### config.mk
export PLATFORM = sky130hd
export DESIGN_NAME = multdiv_unit
export DESIGN_NICKNAME = d
export VERILOG_FILES = /design/src/rtl/multdiv_pkg.sv /design/src/rtl/add_sub32.sv /design/src/rtl/multdiv_unit.sv
export SDC_FILE = /design/constraint.sdc
export NUM_CORES = 1
export LEC_CHECK = 0
export ABC_AREA = 1
export BUFFER_PORTS_ARGS = -buffer_cell sky130_fd_sc_hd__buf_2
export CORE_ASPECT_RATIO = 2
export CORE_UTILIZATION = 40
export CTS_CLUSTER_SIZE = 40
export DETAILED_ROUTE_END_ITERATION = 8
export GPL_ROUTABILITY_DRIVEN = 0
export SLEW_MARGIN = 15
export SYNTH_ARGS = -nofsm -noshare
export SYNTH_HDL_FRONTEND = slang
export SYNTH_SLANG_ARGS = --single-unit
### constraint.sdc
create_clock -name clock -period 3.24 [get_ports clock]
set_clock_uncertainty 0.15 [all_clocks]
set_input_delay 0.648 -clock clock [delete_from_list [all_inputs] [get_ports clock]]
set_output_delay 0.648 -clock clock [all_outputs]
set_load 0.02 [all_outputs]
### src/rtl/multdiv_pkg.sv
// Shared types and constants for the iterative signed multiply/divide unit.
package multdiv_pkg;

    localparam int WIDTH      = 32;
    localparam int ITER_COUNT = 32;
    localparam int CNT_W      = 6;

    typedef enum logic [1:0] {
        IDLE,
        RUN,
        DONE
    } state_t;

    typedef enum logic {
        OP_MULT,
        OP_DIV
    } op_t;

    // Unsigned magnitude of a two's complement value; 0x80000000 maps to itself.
    function automatic logic [WIDTH-1:0] magnitude(input logic [WIDTH-1:0] v);
        return v[WIDTH-1] ? (~v + {{(WIDTH-1){1'b0}}, 1'b1}) : v;
    endfunction

endpackage

### src/rtl/add_sub32.sv
// Combinational 32-bit adder/subtractor; carry is the no-borrow flag when subtracting.
module add_sub32
    import multdiv_pkg::*;
(
    input  logic [WIDTH-1:0] a,
    input  logic [WIDTH-1:0] b,
    input  logic             sub,
    output logic [WIDTH-1:0] sum,
    output logic             carry
);

    logic [WIDTH:0] full;

    assign full         = {1'b0, a} + {1'b0, (sub ? ~b : b)} + {{WIDTH{1'b0}}, sub};
    assign {carry, sum} = full;

endmodule

### src/rtl/multdiv_unit.sv
// Iterative 32-bit signed multiply (shift-add) / divide (restoring) unit.
// One iteration per cycle on operand magnitudes, sign fix-up in the DONE state.
module multdiv_unit #(
    parameter int WIDTH = 32
) (
    input  logic             clock,
    input  logic             resetn,
    input  logic             ctrl_MULT,
    input  logic             ctrl_DIV,
    input  logic [WIDTH-1:0] data_operandA,
    input  logic [WIDTH-1:0] data_operandB,
    output logic [WIDTH-1:0] data_result,
    output logic             data_exception,
    output logic             data_resultRDY,
    output logic             busy
);
    import multdiv_pkg::*;

    state_t               state, next_state;
    op_t                  op;
    op_t                  start_op;
    logic [CNT_W-1:0]     cnt;
    logic [2*WIDTH-1:0]   acc;
    logic [2*WIDTH-1:0]   acc_iter;
    logic [WIDTH-1:0]     opnd_mag;
    logic                 sign_a, sign_b;
    logic                 start;

    logic [WIDTH-1:0]     add_a, add_sum;
    logic                 add_carry;

    logic                 negate;
    logic [2*WIDTH-1:0]   prod;
    logic [WIDTH-1:0]     quot;
    logic [WIDTH-1:0]     fix_result;
    logic                 fix_exc;

    assign start    = ctrl_MULT | ctrl_DIV;
    assign start_op = ctrl_MULT ? OP_MULT : OP_DIV;
    assign busy     = (state != IDLE);

    // Multiply accumulates into the upper word; divide trial-subtracts the shifted remainder.
    assign add_a = (op == OP_MULT) ? acc[2*WIDTH-1:WIDTH] : acc[2*WIDTH-2:WIDTH-1];

    add_sub32 u_add_sub (
        .a     (add_a),
        .b     (opnd_mag),
        .sub   (op == OP_DIV),
        .sum   (add_sum),
        .carry (add_carry)
    );

    // NOTE: every signal driven from always_comb gets a default first so no latch is inferred.
    always_comb begin
        acc_iter = acc;
        if (op == OP_MULT) begin
            if (acc[0]) acc_iter = {add_carry, add_sum, acc[WIDTH-1:1]};
            else        acc_iter = {1'b0, acc[2*WIDTH-1:1]};
        end else begin
            if (add_carry) acc_iter = {add_sum, acc[WIDTH-2:0], 1'b1};
            else           acc_iter = {acc[2*WIDTH-2:0], 1'b0};
        end
    end

    always_comb begin
        negate     = sign_a ^ sign_b;
        prod       = negate ? (~acc + {{(2*WIDTH-1){1'b0}}, 1'b1}) : acc;
        quot       = negate ? (~acc[WIDTH-1:0] + {{(WIDTH-1){1'b0}}, 1'b1}) : acc[WIDTH-1:0];
        fix_result = '0;
        fix_exc    = 1'b0;
        if (op == OP_MULT) begin
            fix_result = prod[WIDTH-1:0];
            fix_exc    = (prod[2*WIDTH-1:WIDTH-1] != {(WIDTH+1){1'b0}}) &&
                         (prod[2*WIDTH-1:WIDTH-1] != {(WIDTH+1){1'b1}});
        end else if (opnd_mag == '0) begin
            fix_result = '0;
            fix_exc    = 1'b1;
        end else begin
            // A positive quotient with bit 31 set only arises from 0x80000000 / -1.
            fix_result = quot;
            fix_exc    = ~negate & acc[WIDTH-1];
        end
    end

    always_comb begin
        next_state = state;
        case (state)
            IDLE: if (start) next_state = RUN;
            RUN: begin
                if (start)                                 next_state = RUN;
                else if (cnt == CNT_W'(ITER_COUNT - 1))    next_state = DONE;
            end
            DONE: begin
                if (start)               next_state = RUN;
                else if (data_resultRDY) next_state = IDLE;
            end
            default: next_state = IDLE;
        endcase
    end

    // NOTE: sequential state uses non-blocking assignments so every register samples pre-edge values.
    always_ff @(posedge clock or negedge resetn) begin
        if (!resetn) state <= IDLE;
        else         state <= next_state;
    end

    // DONE spans two cycles: the first registers the result, the second presents RDY.
    always_ff @(posedge clock or negedge resetn) begin
        if (!resetn) begin
            op             <= OP_MULT;
            cnt            <= '0;
            acc            <= '0;
            opnd_mag       <= '0;
            sign_a         <= 1'b0;
            sign_b         <= 1'b0;
            data_result    <= '0;
            data_exception <= 1'b0;
            data_resultRDY <= 1'b0;
        end else begin
            data_resultRDY <= 1'b0;
            if (start) begin
                op       <= start_op;
                cnt      <= '0;
                acc      <= {{WIDTH{1'b0}}, magnitude(data_operandA)};
                opnd_mag <= magnitude(data_operandB);
                sign_a   <= data_operandA[WIDTH-1];
                sign_b   <= data_operandB[WIDTH-1];
            end else begin
                case (state)
                    RUN: begin
                        acc <= acc_iter;
                        cnt <= cnt + CNT_W'(1);
                    end
                    DONE: begin
                        if (!data_resultRDY) begin
                            data_result    <= fix_result;
                            data_exception <= fix_exc;
                            data_resultRDY <= 1'b1;
                        end
                    end
                    default: ;
                endcase
            end
        end
    end

endmodule

=== Yosys cells after proc, flatten, opt, wreduce, memory -nomap -nowiden ===
Index checks and enable logic that the tools add are counted.

* Flip-flop bits (word level): 141
* Input port bits: 68
* Word-level logic and storage cells: 70

* Add/sub/neg operators: 7
* Eq/ne operators: 7
* Multiplexer cells: 27
* Bitwise logic cells: 11
* Reductions and logical operators: 8

{| class="wikitable"
|+ Operator list
! cell !! number
|-
| $mux W64 || 6
|-
| $mux W32 || 7
|-
| $not A32 Y32 || 4
|-
| $add A32 B1 Y32 const B || 3
|-
| $add A64 B1 Y64 const B || 1
|-
| $not A64 Y64 || 1
|-
| $add A32 B32 Y33 || 1
|-
| $add A33 B1 Y33 || 1
|-
| $ne A33 B33 Y1 const B || 1
|-
| $reduce_bool A33 Y1 || 1
|-
| $logic_not A32 Y1 || 1
|-
| $mux W6 || 2
|-
| $mux W2 || 5
|-
| $add A6 B1 Y6 const B || 1
|-
| $eq A6 B5 Y1 const B || 1
|-
| $mux W1 || 6
|-
| $ne A3 B3 Y1 const B || 2
|-
| $pmux W2 S3 || 1
|-
| $reduce_and A3 Y1 || 2
|-
| $reduce_bool A2 Y1 || 2
|-
| $not A1 Y1 || 3
|-
| $eq A2 B1 Y1 const B || 1
|-
| $eq A2 B2 Y1 const B || 1
|-
| $logic_not A2 Y1 || 1
|-
| other kinds (5) || 5
|}

=== Longest topological paths before layout ===
* Depth after elaboration: 8
* Gate-level depth with buffers: 23

=== By module ===
From an unflattened synthesis, not the netlist that was laid out.

* Cell total of the unflattened synthesis: 2241
* Area, all modules: 13760.7 um^2

{| class="wikitable"
|+ Modules (own cells, without submodules)
! module !! times used !! cells each !! area each (um^2)
|-
| multdiv_unit || 1 || 1757 || 11133.2
|-
| add_sub32 || 1 || 484 || 2627.5
|}

=== Worst setup path before layout ===
Ideal clock, no wire load.

* Kind: reg2reg
* Start point: register op
* End point: register acc[37]
* Data arrival time: 3.246 ns
* Data required time: 2.956 ns
* Setup slack: -0.290 ns
* Stages on the path, launching flop included: 18
* Path buffers: 5
* Period minus slack after synthesis: 3.530 ns
* Cell sequence: dfrtp_1 > buf_2 > clkbuf_1 > buf_1 > clkbuf_1 > nand2_1 > o21ai_0 > ha_1 > a21oi_1 > a21boi_1 > inv_1 > a21oi_2 > inv_1 > a21oi_2 > nand3_2 > buf_4 > o221ai_2 > o21ai_0

* Cells in the longest elaborated chain, start to end: 7

{| class="wikitable"
|+ Ends and longest elaborated chain
! item !! line !! source
|-
| from (decl) || multdiv_unit.sv:20 || <nowiki>op_t op;</nowiki>
|-
| from (signal assigned) || multdiv_unit.sv:122 || <nowiki>op <= start_op;</nowiki>
|-
| $mux W32 (on tied branches) || multdiv_unit.sv:43, add_sub32.sv:14 ||
|-
| $add A32 B32 Y33 || add_sub32.sv:14 || <nowiki>assign full = {1'b0, a} + {1'b0, (sub ? ~b : b)} + {{WIDTH{1'b0}}, sub};</nowiki>
|-
| $add A33 B1 Y33 || add_sub32.sv:14 ||
|-
| $mux W64 (on tied branches) || multdiv_unit.sv:57, multdiv_unit.sv:60 ||
|-
| $mux W64 * || multdiv_unit.sv:56 || <nowiki>if (op == OP_MULT) begin</nowiki>
|-
| $mux W64 * || multdiv_unit.sv:129 || <nowiki>case (state)</nowiki>
|-
| $mux W64 * || multdiv_unit.sv:121 || <nowiki>if (start) begin</nowiki>
|-
| to (signal assigned) || multdiv_unit.sv:124 || <nowiki>acc <= {{WIDTH{1'b0}}, magnitude(data_operandA)};</nowiki>
|-
| to (signal assigned) || multdiv_unit.sv:131 || <nowiki>acc <= acc_iter;</nowiki>
|-
| to (decl) || multdiv_unit.sv:23 || <nowiki>logic [2*WIDTH-1:0] acc;</nowiki>
|}

Mark *: on every way between the ends. The rest lies on a longest branch, timed or not. The select of a mux whose other input is x is not followed.
A chain may end at the register's enable or synchronous reset.

=== Worst setup path after layout ===
* Start point: register op
* End point: register acc[46]

Same word-level chain as after synthesis.

==> run metrics <==
worst slew pin tran=775 ps; type of the setup path with the least slack=flop to flop; worst supply voltage drop on vdd=0.000393 V; Syn-to-layout area delta=22.9%; DRC viols=0; Tot Pwr=8.26 mW; Chip Width=131 um; placed wire-length estimate after detailed placement=42100 um; count of unique library cells instantiated by Yosys=64; EDFF count, synth=0; Hold Fails Final Rpt=0; Critical Path Start Type=flop; number of global-route vias before repair=15200; Global Route Usage Sum=32.1%; per-cell routed wire length=20.0 um; internal cell power=4.53 mW; overall routed net length=55000 um; part of the total power dissipated in combinational logic=47.4%; clock tree sinks=141; clock tree from TritonCTS=yes; Clock Tree Buf Depth=2; initial antenna violation count=1; global-route wire length before repair=82400 um; type of destination of the critical path=flop; IO buf count=102; total CTS buffers=17; cell area after technology mapping=13400 um2; share of flip-flops with an asynchronous set or reset=100%; minimum setup slack in the final design=-18.2 ps; residual antenna-violating net count after detailed routing=0; setup repair after global routing missed its margin=yes; leading cell types by count after synthesis=nand2_1 (560), nor2_1 (284), o21ai_0 (208); worst slew margin relative to its limit=48.3%; violations in the final reports=negative setup slack; GR Overflow Total=0; Yosys top cell area share=26.4%; number of inserted filler cells in the final layout=3377; Mean Syn Cell Area=6.33 um2; number of levels the H-tree was split into=4; count of maximum capacitance violations=0; Chip Height=261 um; die footprint=34300 um2; Net Sw Frac=45.2%; share of synthesized area occupied by flip-flops and latches=26.4%; num ports=103; utilization of the core after routing=50.0%; share of cells above drive strength 1=19.9%; number of rows created at floorplan=94; clock transition time at the flip-flop clock pins of the worst setup and hold paths=70 ps; leakage power figure=7.78 nW; Core Footprint=32900 um2; biggest area contributors in the synthesized netlist=dfrtp_1 (26%), nand2_1 (16%), nor2_1 (8.0%), o21ai_0 (7.8%), xor2_1 (5.3%); reported net switching power=3.74 mW; portion of the clock cycle consumed by the worst path in the final layout=101%; Antenna Diode Count=0; result of the run=finished, violations left; HP Class=input pin to flop; Max Freq=307 MHz; most common cell in the synthesized netlist=nand2_1; vias post-DR=15300; power density over cell area=502 nW/um2; sequential cell fraction of total power=29.8%; Warnings, synthesis=0; final critical path time including I/O delays and setup=3260 ps; CP Max Fanout=14; flip-flop and latch count after synthesis=141; DR vias/cell=5.58; number of detailed-routing iterations run before antenna repair=5; Cells after Synth=2115; endpoints failing setup=3; Root Buffer=clkbuf_16; pins over their slew limit=0; largest area contributor in the netlist=dfrtp_1; maximum number of pins on one net before global-route repair=80; top flip-flop cell by instance count after synthesis=dfrtp_1; insertion delay to the later sink of the worst-skew pair=460 ps; syn_nets=2219; Worst EP required=3430 ps; net total in the final layout=2405; starting density of the core=40.7%; data arrival at the endpoint of the critical path=3450 ps; share of power burned in the clock network=22.8%; first-iteration detailed-routing DRC count=954
[critical path, cell delays in order (launching register included)]
cell	delay, ps
dfrtp_4	500
buf_12	160
buf_12	140
buf_4	190
buf_4	180
o21ai_0	230
ha_1	330
nand4_1	200
o21ai_1	120
a21oi_2	150
buf_4	150
nand3_4	90
nand2_2	210
o21ai_0	160
o211ai_2	90
o21ai_1	80
[final cells by class]
cell class,count,area [um2],area share [%]
Inverter,191,726,4.41
Clock buffer,19,453,2.75
Clock inverter,13,108,0.654
Tap cell,432,541,3.29
Sequential cell,141,3530,21.5
Multi-Input combinational cell,1706,9300,56.5
Timing Repair Buffer,244,1790,10.9
[cells in the final DEF, fill, tap and decap left out, types with 6 or more instances in the layout]
cell / netlist / final
nand3_2: 7 / 6
xor2_1: 81 / 74
clkinv_4: 0 / 7
xor2_2: 1 / 8
or2_2: 14 / 14
nor2_4: 7 / 12
a22o_1: 7 / 7
clkbuf_16: 0 / 21
o21ai_2: 9 / 12
o211ai_1: 12 / 12
nand2_2: 19 / 34
o21ai_0: 208 / 176
ha_1: 35 / 30
o21ai_1: 18 / 43
dfrtp_1: 141 / 140
xnor2_1: 19 / 15
nand3_1: 136 / 132
buf_6: 7 / 6
nor4_1: 18 / 16
nor3_1: 20 / 16
buf_4: 6 / 122
o221ai_1: 12 / 12
a21oi_2: 3 / 19
nand4_1: 19 / 19
o22ai_1: 11 / 11
inv_1: 177 / 174
nor2_1: 284 / 274
buf_2: 14 / 101
a31oi_1: 25 / 22
inv_2: 9 / 12
nand3b_1: 7 / 7
buf_12: 0 / 9
nand2_1: 560 / 543
nor2_2: 8 / 13
a21oi_1: 118 / 101
[power by group through the flow]
| stage | clock network [mW] | registers, mW | logic [mW] |
|---|---|---|---|
| after detailed placement | 0 | 2.49 | 3.52 |
| final | 1.88 | 2.46 | 3.92 |
| after global routing | 1.97 | 2.50 | 4.28 |
| after floorplan | 0 | 2.62 | 2.00 |
| after global placement | 0 | 2.48 | 3.48 |
| after CTS | 1.91 | 2.46 | 3.54 |
[final timing paths]
kind	from	to	slack [ps]	cells past startpoint
setup / recovery	op	acc[46]	-20	15
hold / removal	ctrl_MULT	op	250	2
setup reg to reg	op	acc[46]	-20	15
hold reg to reg	data_result[5]	data_result[5]	330	2
max in group asynchronous	resetn	opnd_mag[27]	1530	3
min in group asynchronous	resetn	data_resultRDY	530	2
[metal layers]
| metal | vias up | part of all wire, % | routed length, um | GRT usage, % |
|---|---|---|---|---|
| li1 | 7384 | - | - | - |
| met1 | 7090 | 31 | 16800 | 27.2 |
| met2 | 557 | 52 | 28400 | 60.1 |
| met3 | 294 | 5.7 | 3110 | 7.52 |
| met4 | 2 | 12 | 6600 | 31.9 |
| met5 | - | 0.024 | 13 | 0 |
[metrics by stage]
step | cell area (um2) | instances | worst slack [ps] | hold WS (ps) | TNS, ps
2_1_floorplan | 13400 | 2115 | 35.0 | 202 | 0
3_3_place_gp | 15000 | 2682 | -87.1 | 303 | -285
3_5_place_dp | 15000 | 2682 | -145 | 318 | -780
4_1_cts | 15600 | 2715 | 13.1 | 239 | 0
5_1_grt | 16500 | 2746 | -115 | 253 | -1210
6_report | 16500 | 2746 | -18.2 | 254 | -33.9
[flip-flops by register name, indices dropped and copies added, names as in the netlist]
signal,flops
acc,64
data_result,32
opnd_mag,32
cnt,6
state,2
data_exception,1
data_resultRDY,1
op,1
sign_a,1
sign_b,1
[what timing repair did]
action	CTS	global route
resized for setup	10	143
hold buffers	1	0
cloned	0	5
endpoints found under the setup margin	14	32
setup buffers	0	26
endpoints found under the hold margin	38	0
pin swaps	0	35
[cells by family (layout without fill, tap and decap cells)]
| kind of cell | Yosys count | after routing | synth area share [%] |
|---|---|---|---|
| xor gates and xnor gates | 102 | 102 | 6.87 |
| and+or+nand+nor | 1111 | 1111 | 35.5 |
| DFF | 141 | 141 | 26.4 |
| adders and majority gates | 36 | 36 | 3.42 |
| AOI/OAI and AO/OA | 457 | 457 | 19.6 |
| buffers and inverters | 268 | 467 | 8.25 |
Note: power is estimated with default switching activity, not from simulation.
